## config.mk

```make
export PLATFORM = sky130hd
export DESIGN_NAME = ahb_decoder_mux
export DESIGN_NICKNAME = d
export VERILOG_FILES = /design/src/rtl/ahb_params_pkg.sv /design/src/rtl/ahb_default_slave.sv /design/src/rtl/ahb_decoder_mux.sv
export SDC_FILE = /design/constraint.sdc
export NUM_CORES = 1
export LEC_CHECK = 0
export CAP_MARGIN = 20
export CELL_PAD_IN_SITES_DETAIL_PLACEMENT = 1
export CELL_PAD_IN_SITES_GLOBAL_PLACEMENT = 1
export CORE_MARGIN = 4
export CORE_UTILIZATION = 42
export CTS_CLUSTER_DIAMETER = 100
export DETAILED_ROUTE_END_ITERATION = 12
export DONT_BUFFER_PORTS = 1
export HOLD_SLACK_MARGIN = 0.1
export PLACE_DENSITY = 0.88
export SLEW_MARGIN = 0
export SYNTH_ARGS = -nofsm -noshare
export SYNTH_HDL_FRONTEND = slang
export SYNTH_SLANG_ARGS = --single-unit
```

## constraint.sdc

```tcl
create_clock -name HCLK -period 2.4 [get_ports HCLK]
set_clock_uncertainty 0.1 [all_clocks]
set_input_delay 0.24 -clock HCLK [delete_from_list [all_inputs] [get_ports HCLK]]
set_output_delay 0.24 -clock HCLK [all_outputs]
set_load 0.1 [all_outputs]
```

## src/rtl/ahb_params_pkg.sv

```systemverilog
// Shared AHB encodings: transfer types, response codes and default-slave states.
package ahb_params_pkg;

  typedef enum logic [1:0] {
    HTRANS_IDLE   = 2'b00,
    HTRANS_BUSY   = 2'b01,
    HTRANS_NONSEQ = 2'b10,
    HTRANS_SEQ    = 2'b11
  } htrans_t;

  typedef enum logic [1:0] {
    OKAY  = 2'b00,
    ERROR = 2'b01,
    RETRY = 2'b10,
    SPLIT = 2'b11
  } hresp_t;

  typedef enum logic [1:0] {
    DS_IDLE = 2'b00,
    DS_ERR1 = 2'b01,
    DS_ERR2 = 2'b10
  } ds_state_t;

  // A transfer carries data only for NONSEQ and SEQ.
  function automatic logic trans_valid(input logic [1:0] htrans);
    return (htrans == HTRANS_NONSEQ) || (htrans == HTRANS_SEQ);
  endfunction

endpackage

```

## src/rtl/ahb_default_slave.sv

```systemverilog
// Built-in default slave: two-cycle ERROR response for unmapped transfers,
// plus a saturating count of the ERROR responses it has issued.
module ahb_default_slave
  import ahb_params_pkg::*;
#(
  parameter int CNT_W = 16
) (
  input  logic             clk,
  input  logic             rst,
  input  logic             hready,     // global HREADY: address phase accepted
  input  logic             err_req,    // valid transfer decoding to the default slave
  input  logic             err_clr,
  output logic             ds_hready,
  output hresp_t           ds_hresp,
  output logic [CNT_W-1:0] err_cnt
);

  ds_state_t        state_reg, state_next;
  logic [CNT_W-1:0] err_cnt_reg;

  // State register.
  always_ff @(posedge clk or posedge rst) begin
    if (rst) state_reg <= DS_IDLE;
    else     state_reg <= state_next;
  end

  // Next-state logic; ERR1 is always followed by ERR2, ERR2 may chain into a new error.
  always_comb begin
    state_next = state_reg;
    case (state_reg)
      DS_IDLE: if (hready && err_req) state_next = DS_ERR1;
      DS_ERR1: state_next = DS_ERR2;
      DS_ERR2: state_next = (hready && err_req) ? DS_ERR1 : DS_IDLE;
      default: state_next = DS_IDLE;
    endcase
  end

  // Outputs depend only on the current state, keeping HREADY free of combinational loops.
  always_comb begin
    ds_hready = 1'b1;
    ds_hresp  = OKAY;
    case (state_reg)
      DS_ERR1: begin
        ds_hready = 1'b0;
        ds_hresp  = ERROR;
      end
      DS_ERR2: ds_hresp = ERROR;
      default: ;
    endcase
  end

  // Error counter: clear wins over a simultaneous entry into ERR1; saturates at all-ones.
  always_ff @(posedge clk or posedge rst) begin
    if (rst)                                               err_cnt_reg <= '0;
    else if (err_clr)                                      err_cnt_reg <= '0;
    else if (state_next == DS_ERR1 && err_cnt_reg != '1)   err_cnt_reg <= err_cnt_reg + 1'b1;
  end

  assign err_cnt = err_cnt_reg;

endmodule

```

## src/rtl/ahb_decoder_mux.sv

```systemverilog
// Table-driven AHB address decoder with registered data-phase owner and
// response multiplexer; unmapped transfers go to the built-in default slave.
module ahb_decoder_mux
  import ahb_params_pkg::*;
#(
  parameter int NUM_SLAVES = 2,
  parameter int ADDR_W     = 32,
  parameter int DATA_W     = 32,
  parameter logic [NUM_SLAVES-1:0][ADDR_W-1:0] SLV_BASE = {32'h0000_0800, 32'h0000_0400},
  parameter logic [NUM_SLAVES-1:0][ADDR_W-1:0] SLV_MASK = {32'hFFFF_FC00, 32'hFFFF_FC00},
  parameter int GATE_HSEL  = 1,
  parameter int CNT_W      = 16,
  localparam int ID_W      = $clog2(NUM_SLAVES + 1)
) (
  input  logic                         HCLK,
  input  logic                         HRESET,
  input  logic [ADDR_W-1:0]            HADDR,
  input  logic [1:0]                   HTRANS,
  output logic [NUM_SLAVES-1:0]        HSEL_S,
  output logic                         HSEL_DEFAULT,
  input  logic [NUM_SLAVES-1:0]        HREADYOUT_S,
  input  logic [2*NUM_SLAVES-1:0]      HRESP_S,
  input  logic [DATA_W*NUM_SLAVES-1:0] HRDATA_S,
  output logic                         HREADY,
  output logic [1:0]                   HRESP,
  output logic [DATA_W-1:0]            HRDATA,
  output logic [ID_W-1:0]              dslave_id,
  input  logic                         err_clr,
  output logic [CNT_W-1:0]             err_cnt
);

  localparam logic [ID_W-1:0] DEF_ID = ID_W'(NUM_SLAVES);

  logic [NUM_SLAVES-1:0] hit;
  logic [ID_W-1:0]       dec_id;
  logic                  dec_default;
  logic                  addr_valid;
  logic                  gate_ok;
  logic [ID_W-1:0]       dslave_id_reg;
  logic                  dactive_reg;
  logic                  ds_hready;
  hresp_t                ds_hresp;

  assign addr_valid = trans_valid(HTRANS);
  assign gate_ok    = addr_valid || (GATE_HSEL == 0);

  genvar gi;
  generate
    for (gi = 0; gi < NUM_SLAVES; gi++) begin : g_map
      assign hit[gi]    = (HADDR & SLV_MASK[gi]) == SLV_BASE[gi];
      assign HSEL_S[gi] = (dec_id == ID_W'(gi)) && gate_ok;
    end
  endgenerate

  // Priority decode: scanning downward lets the lowest matching index win.
  always_comb begin
    dec_id = DEF_ID;
    for (int i = NUM_SLAVES - 1; i >= 0; i--) begin
      if (hit[i]) dec_id = ID_W'(i);
    end
  end

  assign dec_default  = (dec_id == DEF_ID);
  assign HSEL_DEFAULT = dec_default && gate_ok;

  // Data-phase owner advances only when the address phase is accepted.
  always_ff @(posedge HCLK or posedge HRESET) begin
    if (HRESET) begin
      dslave_id_reg <= DEF_ID;
      dactive_reg   <= 1'b0;
    end else if (HREADY) begin
      dslave_id_reg <= dec_id;
      dactive_reg   <= addr_valid;
    end
  end

  // dactive is held for debug visibility; the mux does not need it.
  logic unused_dactive;
  assign unused_dactive = dactive_reg;

  assign dslave_id = dslave_id_reg;

  ahb_default_slave #(
    .CNT_W (CNT_W)
  ) u_default_slave (
    .clk       (HCLK),
    .rst       (HRESET),
    .hready    (HREADY),
    .err_req   (addr_valid && dec_default),
    .err_clr   (err_clr),
    .ds_hready (ds_hready),
    .ds_hresp  (ds_hresp),
    .err_cnt   (err_cnt)
  );

  // Response mux: the data-phase owner drives ready/resp/data; default slave otherwise.
  always_comb begin
    HREADY = ds_hready;
    HRESP  = ds_hresp;
    HRDATA = '0;
    for (int i = 0; i < NUM_SLAVES; i++) begin
      if (dslave_id_reg == ID_W'(i)) begin
        HREADY = HREADYOUT_S[i];
        HRESP  = HRESP_S[2*i +: 2];
        HRDATA = HRDATA_S[DATA_W*i +: DATA_W];
      end
    end
  end

endmodule

```

==> out/qor.txt <==
mapped cell area = 0.001963 mm²
Initial Util = 44.17%
Core Footprint = 0.004444 mm²
DRT Wirelength = 12.44 mm
initial antenna violation count = 0
Avg Synthesized Cell Area = 8.354 µm²
CP max FO = 4
violated checks = negative setup slack
Synth Net Count = 348
DRC viols = 0
setup-violating endpoint count in the final report = 4
design area = 0.003307 mm²
Vias = 2396
# port buffers = 0
first-pass GRT wire length = 15.71 mm
Die Ht = 76.37 µm
H-tree levels = 1
max reg flops = 16
worst setup margin = -0.06663 ns
Multi-input gate area = 0.001628 mm²
Post-DP Area = 0.003098 mm²
outcome = finished, violations left
fraction of layout cells with a size suffix above 1 = 53.95%
achievable frequency = 405.4 MHz
storage element area = 530.5 µm²
Total Power = 0.003650 W
Final nets = 405
clk sinks = 20
clock slew seen by the registers of the worst setup and hold paths = 0.08 ns
Top FF cell, synth = dfrtp_1
CTS buffer count = 3
synth warn = 0
worst rel slew slack = 44.32%
Die X = 76.37 µm
DR WL/cell = 36.26 µm
Tcrit/Tclk final = 102.8%
Layout Area Growth over Synthesis = 68.45%
maximum vdd ir drop = 1.331 mV
Setup CP Type = input port to output port
WP data required = 2.06 ns
num ports = 163
WP data arrival = 2.13 ns
placed cell count = 332
sequential share of the synthesized area = 25.56%
Setup crit end kind = output port
DPL Wire Length = 6.993 mm
row cnt = 24
Power Dens Cells = 1104 mW/mm²
routability cong. = 0.7904
Iter 0 DRT Violations = 152
layout filler cell count = 410
nature of the critical path startpoint = input port
antenna-violating nets left = 0
Initial DRT Pass Iterations = 5
Worst-Margin Slew = 0.8343 ns
Pleak = 1.184 nW
CTS root buf = clkbuf_8
Post-synth EDFFs = 0
largest net degree at the start of global routing = 37
Max-Cap Viols = 0
max-slew violation count = 0
fin crit period = 2.467 ns
final hold slack = 0.1089 ns
CTS tree = done
non-filler cells, final = 343
worst-skew pair later-pin latency = 0.28 ns
vias in the first global route = 2433
clock buffer depth = 2
Synth cell types = 42
register bit total from synthesis = 20
Post-Syn Instances = 235
Total GRT Usage = 35.54%
drt via density = 6.985
Inserted Diodes = 0
GR Overflow Total = 0
HP Class = input port to flop
full die area = 0.005832 mm²
count of final hold-check violations = 0
ys async rst share = 100.0%
==> cells in the mapped netlist, types with 2 or more instances <==
library cell  count  area, µm²
buf_4             2      15.01
mux2_4            2      30.03
nand4_1           2      12.51
a21oi_1           4      20.02
o21ai_4           2      32.53
o21ai_0           2      10.01
ha_1              6      75.07
nor2_1           58      217.7
nand2_1           9      33.78
buf_1             2      7.510
dfrtp_1          19      475.5
a2111oi_0         2      17.52
mux2_2           14      157.7
mux2i_1          35      350.3
o211ai_1          2      15.01
nand2b_1          3      18.77
nor2b_1          12      75.07
nand3_1           8      40.04
or2_2             2      12.51
a211oi_1          8      60.06
inv_1             9      33.78
clkbuf_1          8      30.03
nor4_1            5      31.28
==> critical path, stage by stage <==
cell	delay (ns)
nor4_1	0.43
nand3_1	0.31
nor2_1	0.41
nand2_1	0.22
nor3b_4	0.29
buf_12	0.21
==> cells in the final DEF, fill, tap and decap left out, types with 3 or more instances in the layout <==
| cell type | n |
|---|---|
| a211oi_1 | 4 |
| a211oi_2 | 4 |
| a21oi_1 | 4 |
| buf_12 | 36 |
| buf_4 | 25 |
| clkbuf_8 | 3 |
| dfrtp_1 | 3 |
| dfrtp_2 | 14 |
| ha_1 | 4 |
| inv_1 | 8 |
| mux2_2 | 14 |
| mux2i_1 | 35 |
| nand2_1 | 9 |
| nand2b_1 | 3 |
| nand3_1 | 7 |
| nor2_1 | 24 |
| nor2_2 | 14 |
| nor2_4 | 20 |
| nor2b_1 | 12 |
| nor4_1 | 5 |
==> power breakdown <==
group          switching, W  leakage, nW  internal [W]
Sequential        0.0000662        0.246      0.000382
Clock              0.000137       0.0357      0.000224
Combinational       0.00192        0.902      0.000920
Total               0.00212         1.18       0.00153
==> metrics by stage <==
stage	utilization (%)	setup TNS (ns)	setup slack [ns]
floorplan	-	-2.618	-0.2469
global placement	69.71	0	0.2008
detailed placement	69.71	-0.1827	-0.1827
CTS	71.90	0	0.005350
global route	74.41	-0.9431	-0.1618
finish	74.41	-0.1375	-0.06663
==> path summary, 6_finish.rpt <==
path,from,depth (start not counted),slack (ns),end
setup / recovery,HADDR[14],6,-0.07,HSEL_S[0]
hold / removal,err_clr,2,0.11,u_default_slave.err_cnt[10]
setup reg to reg,u_default_slave.err_cnt[0],7,0,u_default_slave.err_cnt[4]
hold reg to reg,dslave_id[1],1,0.60,dslave_id[1]
max in group asynchronous,HRESET,2,1.14,u_default_slave.err_cnt[1]
min in group asynchronous,HRESET,2,0.46,u_default_slave.err_cnt[0]
==> layout make-up <==
class	count	area share, %
inverter	9	1.022
multi-input combinational	192	49.22
clock inverter	1	0.9081
sequential	20	16.04
timing repair buffer	66	29.59
tap	52	1.967
clock buffer	3	1.249
==> routing by layer <==
metal / track usage (%) / routed length (µm) / up-vias
li1: - / - / 935
met3: 7.447 / 1096 / 91
met4: 15.76 / 1219 / 0
met2: 68.37 / 6197 / 232
met5: 0 / 0 / -
met1: 36.44 / 3925 / 1138
==> repair_timing <==
action,in CTS,in global routing
resized for setup,2,15
hold buffers,2,0
setup buffers,0,5
pin swaps,0,1
endpoints found under the hold margin,21,0
endpoints found under the setup margin,1,26
==> cell families (layout without fill, tap and decap cells) <==
group | Yosys count | count (layout) | synth area share (%)
flops | 20 | 20 | 25.56
mux | 51 | 51 | 27.41
simple gates | 106 | 106 | 25.56
xor+xnor | 1 | 1 | 0.4462
fa+ha+maj | 6 | 6 | 3.824
compound gates | 28 | 28 | 11.98
buf+inv | 23 | 79 | 5.226
No activity file was read; power rests on OpenSTA's default activity.
